<file path="src/rtl/constraint_sample_sequencer_pkg.sv">
// Shared types and constants for the constraint sample sequencer: FSM states,
// LFSR feedback polynomial, candidate variable layout and the sample packing helper.
package constraint_sampler_pkg;

  typedef enum logic [2:0] {
    IDLE,
    GEN,
    EVAL,
    EMIT,
    DONE
  } state_t;

  localparam logic [63:0] LFSR_POLY = 64'hD800_0000_0000_0000;

  localparam int VAR0_W = 13;
  localparam int VAR1_W = 13;
  localparam int VAR2_W = 14;
  localparam int VAR3_W = 14;
  localparam int VAR4_W = 8;

  localparam int VAR0_LSB = 0;
  localparam int VAR1_LSB = VAR0_LSB + VAR0_W;
  localparam int VAR2_LSB = VAR1_LSB + VAR1_W;
  localparam int VAR3_LSB = VAR2_LSB + VAR2_W;
  localparam int VAR4_LSB = VAR3_LSB + VAR3_W;

  localparam int SAMPLE_BITS = VAR4_LSB + VAR4_W;

  function automatic logic [SAMPLE_BITS-1:0] pack_sample(
    input logic [VAR0_W-1:0] v0,
    input logic [VAR1_W-1:0] v1,
    input logic [VAR2_W-1:0] v2,
    input logic [VAR3_W-1:0] v3,
    input logic [VAR4_W-1:0] v4
  );
    return {v4, v3, v2, v1, v0};
  endfunction

endpackage

</file>
<file path="src/rtl/constraint_sample_sequencer_lfsr64.sv">
// 64-bit right-shifting Galois LFSR that supplies candidate bits to the sequencer.
module lfsr64
  import constraint_sampler_pkg::*;
(
  input  logic        clk,
  input  logic        rst,
  input  logic        load,
  input  logic [63:0] seed,
  input  logic        step,
  output logic [63:0] state
);

  // An all-zero state would lock the register, so a zero seed becomes 1.
  always_ff @(posedge clk) begin
    if (rst) begin
      state <= 64'h1;
    end else if (load) begin
      state <= (seed == 64'h0) ? 64'h1 : seed;
    end else if (step) begin
      state <= state[0] ? ((state >> 1) ^ LFSR_POLY) : (state >> 1);
    end
  end

endmodule

</file>
<file path="src/rtl/constraint_sample_sequencer.sv">
// Drives random candidates into an external combinational constraint checker and
// streams out the candidates that satisfy every enabled constraint.
module constraint_sample_sequencer
  import constraint_sampler_pkg::*;
#(
  parameter int NUM_CONS = 8,
  parameter int CNT_W    = 16,
  parameter int SAMPLE_W = 62
) (
  input  logic                clk,
  input  logic                rst,
  input  logic                start,
  input  logic                abort,
  input  logic [63:0]         seed,
  input  logic [CNT_W-1:0]    target_count,
  input  logic [CNT_W-1:0]    max_tries,
  input  logic [NUM_CONS-1:0] cons_mask,
  output logic [12:0]         var_0,
  output logic [12:0]         var_1,
  output logic [13:0]         var_2,
  output logic [13:0]         var_3,
  output logic [7:0]          var_4,
  input  logic [NUM_CONS-1:0] constraint_in,
  output logic                sample_valid,
  input  logic                sample_ready,
  output logic [SAMPLE_W-1:0] sample_data,
  output logic                busy,
  output logic                done,
  output logic                timeout,
  output logic [CNT_W-1:0]    tries_count,
  output logic [CNT_W-1:0]    accept_count
);

  state_t              state_q;
  logic [CNT_W-1:0]    target_q;
  logic [CNT_W-1:0]    max_q;
  logic [NUM_CONS-1:0] mask_q;

  logic [63:0]         lfsr_state;
  logic                lfsr_load;
  logic                lfsr_step;
  logic                lfsr_unused;

  logic                pass;
  logic                budget_spent;
  logic                handshake;
  logic [CNT_W-1:0]    accept_next;

  assign lfsr_load    = (state_q == IDLE) && start;
  assign lfsr_step    = (state_q == GEN) && !abort;
  assign lfsr_unused  = ^lfsr_state[63:SAMPLE_BITS];

  assign pass         = &(constraint_in | ~mask_q);
  assign budget_spent = (max_q != '0) && (tries_count == max_q);
  assign handshake    = sample_valid && sample_ready;
  assign accept_next  = accept_count + 1'b1;

  lfsr64 u_lfsr (
    .clk   (clk),
    .rst   (rst),
    .load  (lfsr_load),
    .seed  (seed),
    .step  (lfsr_step),
    .state (lfsr_state)
  );

  // Abort beats every other transition and leaves the counters readable.
  always_ff @(posedge clk) begin
    if (rst) begin
      state_q      <= IDLE;
      target_q     <= '0;
      max_q        <= '0;
      mask_q       <= '0;
      var_0        <= '0;
      var_1        <= '0;
      var_2        <= '0;
      var_3        <= '0;
      var_4        <= '0;
      sample_valid <= 1'b0;
      sample_data  <= '0;
      busy         <= 1'b0;
      done         <= 1'b0;
      timeout      <= 1'b0;
      tries_count  <= '0;
      accept_count <= '0;
    end else if (abort && (state_q != IDLE)) begin
      state_q      <= IDLE;
      sample_valid <= 1'b0;
      busy         <= 1'b0;
      done         <= 1'b0;
    end else begin
      case (state_q)
        IDLE: begin
          done <= 1'b0;
          if (start) begin
            tries_count  <= '0;
            accept_count <= '0;
            timeout      <= 1'b0;
            target_q     <= target_count;
            max_q        <= max_tries;
            mask_q       <= cons_mask;
            busy         <= 1'b1;
            if (target_count == '0) begin
              state_q <= DONE;
              done    <= 1'b1;
            end else begin
              state_q <= GEN;
            end
          end
        end

        GEN: begin
          var_0 <= lfsr_state[VAR0_LSB +: VAR0_W];
          var_1 <= lfsr_state[VAR1_LSB +: VAR1_W];
          var_2 <= lfsr_state[VAR2_LSB +: VAR2_W];
          var_3 <= lfsr_state[VAR3_LSB +: VAR3_W];
          var_4 <= lfsr_state[VAR4_LSB +: VAR4_W];
          if (tries_count != '1) begin
            tries_count <= tries_count + 1'b1;
          end
          state_q <= EVAL;
        end

        EVAL: begin
          if (pass) begin
            sample_data  <= pack_sample(var_0, var_1, var_2, var_3, var_4);
            sample_valid <= 1'b1;
            state_q      <= EMIT;
          end else if (budget_spent) begin
            timeout <= 1'b1;
            done    <= 1'b1;
            state_q <= DONE;
          end else begin
            state_q <= GEN;
          end
        end

        // Reaching the target wins over a budget that ran out on the same try.
        EMIT: begin
          if (handshake) begin
            sample_valid <= 1'b0;
            accept_count <= accept_next;
            if (accept_next == target_q) begin
              done    <= 1'b1;
              state_q <= DONE;
            end else if (budget_spent) begin
              timeout <= 1'b1;
              done    <= 1'b1;
              state_q <= DONE;
            end else begin
              state_q <= GEN;
            end
          end
        end

        DONE: begin
          done    <= 1'b0;
          busy    <= 1'b0;
          state_q <= IDLE;
        end

        default: begin
          state_q <= IDLE;
        end
      endcase
    end
  end

endmodule
</file>
<file path="config.mk">
export PLATFORM = sky130hd
export DESIGN_NAME = constraint_sample_sequencer
export DESIGN_NICKNAME = d
export VERILOG_FILES = /design/src/rtl/constraint_sample_sequencer_pkg.sv /design/src/rtl/constraint_sample_sequencer_lfsr64.sv /design/src/rtl/constraint_sample_sequencer.sv
export SDC_FILE = /design/constraint.sdc
export NUM_CORES = 1
export LEC_CHECK = 0
export CAP_MARGIN = 20
export CORE_MARGIN = 2
export CORE_UTILIZATION = 45
export DETAILED_ROUTE_END_ITERATION = 7
export GPL_ROUTABILITY_DRIVEN = 1
export HOLD_SLACK_MARGIN = 0.05
export PLACE_DENSITY_LB_ADDON = 0.3
export SYNTH_ARGS = -nofsm -noshare
export SYNTH_HDL_FRONTEND = slang
export SYNTH_HIERARCHICAL = 1
export SYNTH_SLANG_ARGS = --single-unit
</file>
<file path="constraint.sdc">
create_clock -name clk -period 4.52 [get_ports clk]
set_clock_uncertainty 0.15 [all_clocks]
set_input_delay 0.678 -clock clk [delete_from_list [all_inputs] [get_ports clk]]
set_output_delay 0.678 -clock clk [all_outputs]
set_load 0.01 [all_outputs]
</file>
==> metrics.yaml <==
outcome: "complete, no violations"
syn_area_um2: 11540
root_buffer: "clkbuf_16"
cts_setup_buffers: 0
io_buffers: 276
finish.net_count: 1744
cp_max_fo: 10
multiInputGateArea_um2: 5665
crit_path_end_kind: "register"
postCtsHoldBufs: 0
slew_violations: 0
worst_ir_drop_vdd_mv: 0.3037
post-dp-hpwl_mm: 23.01
ys_types: 58
fmax_ghz: 0.3313
die_x_um: 164.2
cts_tree: "done"
relSlewSlack: 0.3601
avgSynthCellArea_um2: 8.228
area_delta_synth_final_pct: 33.20
vias_per_cell: 5.381
numCtsBuffers: 29
design.core.area_um2: 25180
diodes: 0
hold_path_class: "register to register"
synth_ff_type: "dfxtp_1"
startpoint_type: "register"
dpl.cell_count: 1923
gr-total-overflow: 0
rows: 58
layout.cells.non_filler: 1978
drive_above_1_share: 0.04430
ant_nets: 0
synth_edf_count: 0
reg2reg_slack_ns: 1.50
async_flop_share: 0
dieArea_um2: 26950
rsz0062_at_grt: "no"
setup_tns_ns: 0
yosysWarningCount: 6
dr.pass1.iters: 8
critPathKind: "register to register"
cap_violations: 0
ff_latch_area_um2: 5345
fin_crit_sh: 0.6678
hold_viol_final: 0
h-tree-depth: 1
n_fill_cell: 2183
grt.total_usage: 0.2348
grt_pass1_vias: 9667
cp_data_required_time_ns: 4.82
num_io_pins: 277
worst_pin_slew_ns: 0.9518
synth_seq_cells: 267
ys_seq_area_frac: 0.4630
syn-num-nets: 1522
drt-total-wl_mm: 33.09
setup_viol: 0
num_vias: 10640
grt_pass1_wl_mm: 51.33
wl_per_cell_um: 16.73
clock-sinks: 267
power_density_nw_per_um2: 371.1
die_y_um: 164.2
routabilityCongestion: 0.8296
fin_crit_ns: 3.019
power.leakage_nw: 5.300
remaining_drc_errors: 0
first_iter_violations: 738
synth_cells: 1403
start_util: 0.4584
fin_util: 0.6106
cp.arrival_ns: 3.32
cts_resized: 0
clk_pin_slew_ns: 0.06
antenna_found_initial: 0
grt_max_degree: 126
clock_latency_ns: 0.56
cts.path.max_buffers: 3
routing by layer:
metal	track usage	routed length (um)	vias to the layer above
met4	0.07018	953	0
li1	-	-	5211
met1	0.3146	14440	4999
met2	0.3882	15580	365
met5	0	0	-
met3	0.03914	2118	68
stage by stage:
stage	hold slack, ns	setup slack, ns	power [mW]	cell area [um^2]
floorplan	0.2818	1.262	3.070	11540
global placement	0.2915	0.8333	3.340	14400
detailed placement	0.2936	0.7615	3.357	14400
CTS	0.3022	1.331	5.741	15360
global route	0.3243	1.317	5.945	15380
finish	0.3008	1.501	5.706	15380
cells in the mapped netlist, drive strengths merged, types with 15 or more instances:
library cell	n	share of area
dfxtp	267	0.46
nand3	15	0.0065
xor2	20	0.015
nor4	35	0.020
xnor2	30	0.023
o21ai	17	0.0074
nor2	237	0.077
clkbuf	72	0.024
nor3	16	0.0069
buf	29	0.017
mux2i	123	0.11
nand2	231	0.075
a21oi	188	0.082
inv	16	0.0056
nand4	15	0.0087
critical path: stages (launching register included):
cell and delay [ns]:
dfxtp_1 0.49, ha_1 0.42, nand3_1 0.21, nor4_1 0.62
a21oi_1 0.13, nor4_1 0.31, nand4b_1 0.24, a221oi_1 0.35
worst paths after layout:
kind	start	endpoint	depth (start not counted)
worst min register to register	mask_q[5]	mask_q[5]	2
worst max-delay path	accept_count[0]	done	7
worst max register to register	accept_count[0]	done	7
worst min-delay path	mask_q[5]	mask_q[5]	2
cells in the final DEF (no fill, tap or decap), types with 6 or more instances in the layout:
cell | Yosys | layout
nand4_1 | 14 | 14
clkbuf_16 | 0 | 29
or3_1 | 10 | 10
nor2_1 | 237 | 237
buf_4 | 5 | 13
nand3_1 | 15 | 15
xor2_1 | 20 | 20
nand2_1 | 231 | 231
clkbuf_1 | 71 | 7
a31oi_1 | 6 | 6
clkinv_2 | 0 | 7
xnor2_1 | 30 | 30
nor3_1 | 16 | 15
dfxtp_1 | 267 | 267
nor2b_1 | 8 | 8
clkdlybuf4s50_1 | 0 | 275
mux2i_1 | 123 | 123
o21ai_0 | 17 | 17
a21oi_1 | 188 | 188
inv_1 | 15 | 15
nor4_1 | 33 | 33
report_power, final:
group          switching (mW)  internal (mW)
logic                   0.424          0.331
clock network           0.995           1.40
registers               0.100           2.46
registers in the layout, indices dropped and copies added (netlist names), 3 cells and up:
register / cells
max_q: 16
var_2: 14
var_0: 13
sample_data: 62
state_q: 3
tries_count: 16
var_4: 8
var_3: 14
mask_q: 8
var_1: 13
u_lfsr/state: 64
accept_count: 16
target_q: 16
final cells by class:
class | instances | area share
multi-input combinational | 1018 | 0.3685
clock inverter | 16 | 0.01204
tap | 330 | 0.02685
timing repair buffer | 292 | 0.1897
inverter | 17 | 0.004638
clock buffer | 38 | 0.05070
sequential | 267 | 0.3476
logic make-up (layout without fill, tap and decap cells):
kind of cell / Yosys count / after routing / synth area share
simple gates: 594 / 594 / 0.2219
flops: 267 / 267 / 0.4630
fa+ha+maj: 2 / 2 / 0.002167
compound gates: 249 / 249 / 0.1216
xor+xnor: 50 / 50 / 0.03794
mux: 123 / 123 / 0.1067
buf+inv: 118 / 363 / 0.04672
Power figures use the tool's default switching activity.
